`src/rtl/glb_stream_scheduler.sv`:
```
// Round-robin scheduler sharing one GLB stream channel among NUM_STREAMS write sources.
// A grant is held for up to BURST_LEN words or until a segment-end word; output is a single register.
module glb_stream_scheduler #(
  parameter int NUM_STREAMS = 4,
  parameter int DATA_WIDTH  = 17,
  parameter int BURST_LEN   = 8,
  localparam int ID_W = (NUM_STREAMS > 1) ? $clog2(NUM_STREAMS) : 1
) (
  input  logic                              clk,
  input  logic                              rst,
  input  logic                              flush,
  input  logic [NUM_STREAMS-1:0]            stream_en,
  input  logic [NUM_STREAMS*DATA_WIDTH-1:0] in_data,
  input  logic [NUM_STREAMS-1:0]            in_valid,
  output logic [NUM_STREAMS-1:0]            in_ready,
  input  logic [NUM_STREAMS-1:0]            in_done,
  output logic [DATA_WIDTH-1:0]             out_data,
  output logic [ID_W-1:0]                   out_id,
  output logic                              out_valid,
  input  logic                              out_ready,
  output logic                              grant_active,
  output logic                              all_done
);

  typedef enum logic {IDLE, GRANT} state_t;

  state_t                 state_q, state_d;
  logic [ID_W-1:0]        sel_q, sel_d;
  logic [ID_W-1:0]        rr_q, rr_d;
  logic [7:0]             burst_q, burst_d;
  logic [NUM_STREAMS-1:0] eligible;
  logic [ID_W-1:0]        pick;
  logic                   pick_vld;
  logic [DATA_WIDTH-1:0]  sel_data;
  logic                   sel_valid, sel_done, sel_en;
  logic                   sel_ready, xfer;

  assign eligible     = stream_en & in_valid & ~in_done;
  assign grant_active = (state_q == GRANT);

  // First eligible index after the rr pointer, wrapping around.
  always_comb begin
    pick     = '0;
    pick_vld = 1'b0;
    for (int k = 1; k <= NUM_STREAMS; k++) begin
      for (int i = 0; i < NUM_STREAMS; i++) begin
        if (!pick_vld && eligible[i] && (((int'(rr_q) + k) % NUM_STREAMS) == i)) begin
          pick     = ID_W'(i);
          pick_vld = 1'b1;
        end
      end
    end
  end

  always_comb begin
    sel_data  = '0;
    sel_valid = 1'b0;
    sel_done  = 1'b0;
    sel_en    = 1'b0;
    for (int i = 0; i < NUM_STREAMS; i++) begin
      if (sel_q == ID_W'(i)) begin
        sel_data  = in_data[i*DATA_WIDTH +: DATA_WIDTH];
        sel_valid = in_valid[i];
        sel_done  = in_done[i];
        sel_en    = stream_en[i];
      end
    end
  end

  // Ready is withheld during rst/flush so no word is accepted that would be dropped.
  assign sel_ready = !rst && !flush && (state_q == GRANT) && (!out_valid || out_ready);
  assign xfer      = sel_valid && sel_ready;

  always_comb begin
    in_ready = '0;
    for (int i = 0; i < NUM_STREAMS; i++) begin
      if (sel_q == ID_W'(i)) in_ready[i] = sel_ready;
    end
  end

  always_comb begin
    state_d = state_q;
    sel_d   = sel_q;
    rr_d    = rr_q;
    burst_d = burst_q;
    case (state_q)
      IDLE: begin
        if (pick_vld) begin
          sel_d   = pick;
          rr_d    = pick;
          burst_d = '0;
          state_d = GRANT;
        end
      end
      GRANT: begin
        if (xfer) begin
          if (sel_data[DATA_WIDTH-1] || (burst_q == 8'(BURST_LEN - 1))) state_d = IDLE;
          else burst_d = burst_q + 8'd1;
        end else if (!sel_valid && (sel_done || !sel_en)) begin
          state_d = IDLE;
        end
      end
      default: state_d = IDLE;
    endcase
    if (flush) begin
      state_d = IDLE;
      burst_d = '0;
      rr_d    = ID_W'(NUM_STREAMS - 1);
    end
  end

  always_ff @(posedge clk) begin
    if (rst) begin
      state_q <= IDLE;
      sel_q   <= '0;
      rr_q    <= ID_W'(NUM_STREAMS - 1);
      burst_q <= '0;
    end else begin
      state_q <= state_d;
      sel_q   <= sel_d;
      rr_q    <= rr_d;
      burst_q <= burst_d;
    end
  end

  always_ff @(posedge clk) begin
    if (rst) begin
      out_valid <= 1'b0;
      out_data  <= '0;
      out_id    <= '0;
    end else if (flush) begin
      out_valid <= 1'b0;
    end else if (xfer) begin
      out_valid <= 1'b1;
      out_data  <= sel_data;
      out_id    <= sel_q;
    end else if (out_valid && out_ready) begin
      out_valid <= 1'b0;
    end
  end

  always_ff @(posedge clk) begin
    if (rst) all_done <= 1'b0;
    else     all_done <= !flush && (&(~stream_en | in_done)) && !out_valid && (state_q == IDLE);
  end

endmodule

```
`config.mk`:
```
export PLATFORM = sky130hd
export DESIGN_NAME = glb_stream_scheduler
export DESIGN_NICKNAME = d
export VERILOG_FILES = /design/src/rtl/glb_stream_scheduler.sv
export SDC_FILE = /design/constraint.sdc
export NUM_CORES = 1
export LEC_CHECK = 0
export CORE_ASPECT_RATIO = 2
export CORE_UTILIZATION = 43
export CTS_BUF_LIST = sky130_fd_sc_hd__clkbuf_4 sky130_fd_sc_hd__clkbuf_8
export DETAILED_ROUTE_END_ITERATION = 12
export GPL_TIMING_DRIVEN = 0
export PLACE_DENSITY = 0.86
export REMOVE_ABC_BUFFERS = 1
export SLEW_MARGIN = 20
export SYNTH_ARGS = -nofsm -noshare
export SYNTH_HDL_FRONTEND = slang
export SYNTH_SLANG_ARGS = --single-unit
```
`constraint.sdc`:
```
create_clock -name clk -period 5.6 [get_ports clk]
set_input_delay 1.12 -clock clk [delete_from_list [all_inputs] [get_ports clk]]
set_output_delay 1.12 -clock clk [all_outputs]
set_load 0.01 [all_outputs]
```
After elaboration in Yosys (flattened, before gate mapping)
Cells that the tools add are included.
{ "classes": {"bitwise_logic": 11, "n_reduce_logical": 78, "add_sub_neg": 5, "n_eq_ne": 19, "mux": 62} }
{ "op_table": {"columns": ["cell", "n"], "rows": [
  ["$logic_not 32->1", 4],
  ["$mux 17", 4],
  ["$logic_and 1x1->1", 40],
  ["$mux 1", 39],
  ["$mux 2", 14],
  ["$eq 3x3->1 const B", 8],
  ["$mux 8", 3],
  ["$logic_not 1->1", 20],
  ["$pmux 8 s2", 1],
  ["$eq 3x2->1 const B", 4],
  ["$reduce_or 2->1", 5],
  ["$add 8x1->8 const B", 1],
  ["$and 4x4->4", 2],
  ["$eq 8x3->1 const B", 1],
  ["$not 4->4", 2],
  ["$add 2x1->2 const B", 2],
  ["$add 2x2->2 const B", 2],
  ["$and 1x1->1 const A", 4],
  ["$eq 2x2->1 const B", 2],
  ["$ne 2x2->1 const B", 2],
  ["$or 4x4->4", 1],
  ["$reduce_and 2->1", 2],
  ["$reduce_and 4->1", 1],
  ["$logic_or 1x1->1", 3],
  ["other kinds (7)", 8]
]} }
{ "word_totals": {"inputBits": 84, "register_bits": 34, "output_inout_bits": 26, "wordCells": 183} }

Longest topological paths before layout
{ "logic_depth": {"word_depth": 68, "depth_mapped": 6, "mapped_depth_nobuf": 5} }

Worst setup path after synthesis
No wires, ideal clock.
{ "synth_timing": {"path_type": "input to output", "start": "input flush", "end": "output in_ready[0]", "cell_stages": 3, "slack_ns": 2.545, "required_time_ns": 4.480, "arrival_time_ns": 1.935, "path_buffers": 0, "cell_sequence": "nor2_1 -> nand3_1 -> nor3_1"} }
{ "synth_between": {"elab_chain_len": 5} }
{ "synth_lines": {"columns": ["item", "line_no", "rtl"], "rows": [
  ["from (decl)", "11", "input logic flush,"],
  ["$logic_not 1->1", "71", "assign sel_ready = !rst && !flush && (state_q == GRANT) && (!out_valid || out_ready);"],
  ["$logic_and 1x1->1 (3 in series)", "71", null],
  ["$mux 1", "77", "if (sel_q == ID_W'(i)) in_ready[i] = sel_ready;"],
  ["to (decl)", "15", "output logic [NUM_STREAMS-1:0] in_ready,"]
]} }
No other way between the ends.

Worst setup path in the final report
{ "layout_timing": {"start": "input rst", "end": "output in_ready[0]"} }
{ "layout_between": {"elab_chain_len": 5} }
{ "layout_lines": {"columns": ["item", "line_no", "rtl"], "rows": [
  ["from (decl)", "10", "input logic rst,"],
  ["$logic_not 1->1", "71", null],
  ["$logic_and 1x1->1 (3 in series)", "71", null],
  ["$mux 1", "77", null]
]} }
No other way between the ends.

==> results.py <==
metrics = {
    "run_status": {
        "outcome": "completed",
    },
    "setup_path": {
        "r2r-start": "sel_q[1]$_SDFFE_PP0P_",
        "endpoint_kind": "output port",
        "reg2reg_setup_slack_ns": 2.64,
        "reg2regPathDepth": 5,
        "cp.required_ns": 4.48,
        "path_class": "in2out",
        "arrival_ns": 3.70,
        "r2r-end": "burst_q[4]$_SDFFE_PP0P_",
        "crit_fanout": 23,
        "cp-start-kind": "input pin",
    },
    "cts": {
        "clock_sinks": 34,
        "clk_latency_ns": 0.29,
        "clockRootBuffer": "clkbuf_8",
        "cts_resized": 0,
        "clk_pin_slew_ns": 0.06,
        "cts_setup_buffers": 0,
        "htreeDepth": 2,
        "cts_tree": "built",
        "cts_made_buffers": 5,
        "clockBufferDepth": 2,
        "hold_buffers": 0,
    },
    "sta": {
        "fin_crit_ns": 4.82,
        "setup_violations": 0,
        "slew_headroom_pct": 28.9,
        "final_hold_viol_count": 0,
        "hold_slack_ns": 0.454,
        "clock.fmax_mhz": 208,
        "setup_tns_ns": 0,
        "finalClockSkew_ns": 0.00495,
        "worst_pin_slew_ns": 1.06,
        "timing.final.crit_share_pct": 86.0,
        "rsz0062_at_grt": "false",
        "slew_violations": 0,
    },
    "cells_and_area": {
        "syn_to_final_growth_pct": 60.6,
        "design_area_mm2": 0.00312,
        "regArea_um2": 682,
        "multi_input_area_mm2": 0.00117,
        "drive_above_1_share_pct": 9.39,
        "nNetsFinal": 394,
        "fillers": 334,
        "num_antenna_cells": 0,
    },
    "synthesis": {
        "synth_top_area_share_pct": 35.0,
        "netlist_top_cells_count": "nand2_1, dfxtp_1, a21oi_1, mux4_2, nand3_1",
        "synth.area.top_cells": "dfxtp_1, mux4_2, nand2_1",
        "synth_flop_cell": "dfxtp_1",
        "syn-instance-count": 208,
        "syn_avg_cell_area_um2": 9.35,
        "synth_area_mm2": 0.00195,
        "synthDistinctLibCells": 38,
        "ys_seq_elements": 34,
        "yosys_warnings": 0,
        "yosys.area.top_type": "dfxtp_1",
        "yosysMostFrequentCell": "nand2_1",
        "synth_edf_count": 0,
        "ys_seq_area_share_pct": 35.0,
        "async_reset_ff_share_pct": 0,
    },
    "flow_run": {
        "cap_violations": 0,
    },
    "routing": {
        "routed_wl_um": 5970,
        "ant_nets": 0,
        "drc": 0,
        "drtPass1Iterations": 6,
        "vias_per_cell": 5.61,
        "vias": 2038,
        "drt_iter0_drc": 50,
        "wire_per_inst_um": 16.5,
    },
    "worst_hold_path": {
        "hp-class": "reg2reg",
        "holdPathStages": 2,
        "whs_endpoint": "out_id[0]$_SDFFE_PP0P_",
        "hold_start": "out_id[0]$_SDFFE_PP0P_",
    },
    "floorplanning": {
        "dieWidth_um": 49.6,
        "fp-row-count": 34,
        "dieArea_mm2": 0.00481,
        "initial_core_util_pct": 44.8,
        "ios": 110,
        "dieHeight_um": 97.1,
        "core_region_area_mm2": 0.00434,
    },
    "placement": {
        "gp_congestion": 0.752,
        "dp_hpwl_um": 4640,
        "place_area_mm2": 0.00305,
        "io_buffers": 109,
    },
    "global_route": {
        "grt_start_max_net_pins": 24,
        "antenna_found_initial": 0,
        "overflow": 0,
        "track_usage_pct": 26.9,
        "first_global_vias": 2233,
        "grt_pass1_wl_um": 9900,
    },
    "pwr": {
        "power_density_mw_per_mm2": 179,
        "irDropWorstVdd_uv": 166,
        "leakagePower_nw": 1.01,
    },
}
[how the worst max path moves through the flow]
| stage | slack [ns] | cells past startpoint | end | from |
|---|---|---|---|---|
| floorplan | 2.51 | 4 | burst_q[3]$_SDFFE_PP0P_ | flush |
| global placement | 0.78 | 5 | burst_q[4]$_SDFFE_PP0P_ | rst |
| detailed placement | 0.83 | 5 | in_ready[0] | rst |
| CTS | 0.80 | 5 | in_ready[0] | rst |
| global route | 0.60 | 5 | in_ready[3] | rst |
| finish | 0.78 | 5 | in_ready[0] | rst |
[per-stage QoR]
step / cells / utilization (%) / power (mW) / worst slack [ns]
2_1_floorplan: 192 / - / 0.317 / 2.51
3_3_place_gp: 355 / 69.9 / 0.392 / 0.781
3_5_place_dp: 356 / 70.2 / 0.396 / 0.827
4_1_cts: 363 / 72.0 / 0.562 / 0.795
5_1_grt: 363 / 72.0 / 0.585 / 0.596
6_report: 363 / 72.0 / 0.559 / 0.783
[cells by family after synthesis]
logic type / after synthesis / share of synthesized area [%]
buffers and inverters: 21 / 4.63
AOI/OAI and AO/OA: 43 / 13.6
adders and majority gates: 1 / 0.643
and+or+nand+nor: 86 / 22.1
muxes: 23 / 24.1
DFF: 34 / 35.0
[flip-flops by register name, summed over array words and instances (netlist names)]
register,cells
out_data,17
rr_q,2
grant_active,1
all_done,1
burst_q,8
out_valid,1
sel_q,2
out_id,2
[layout make-up]
type / count / area share [%]
multi-input cells: 153 / 37.6
repair buffers: 110 / 35.3
flip-flops and latches: 34 / 21.8
clock buffers: 5 / 2.20
well taps: 54 / 2.16
inverters: 5 / 0.601
clock inverters: 2 / 0.320
[power by group]
group	total [mW]	leakage (nW)	internal (mW)	switching (mW)
Clock	0.168	0.0438	0.0832	0.0847
Combinational	0.129	0.689	0.0924	0.0367
Sequential	0.262	0.275	0.246	0.0156
[routing by layer]
| layer | share of wire (%) | GRT usage, % |
|---|---|---|
| met1 | 32 | 23.7 |
| met2 | 57 | 51.0 |
| met3 | 5.7 | 5.48 |
| met4 | 5.4 | 18.0 |
| met5 | 0 | 0 |
[cells in the final DEF, fill, tap and decap left out, types with 3 or more instances in the layout]
cell type        count
nand3_1             11
clkdlybuf4s50_1    109
mux2i_1              4
o211ai_1             3
a21oi_1             26
dfxtp_1             33
nor2b_1              5
inv_1                5
mux4_2              19
nand3b_1             5
clkbuf_8             5
nor3_1               4
nand2_1             43
nor4_1               4
[worst max-delay path, cell delays in order]
cell             delay [ns]
clkdlybuf4s50_1        0.86
nor2_1                 0.71
nand3_1                0.24
nor3_1                 0.19
clkdlybuf4s50_1        0.57
(Power assumes the default switching activity.)
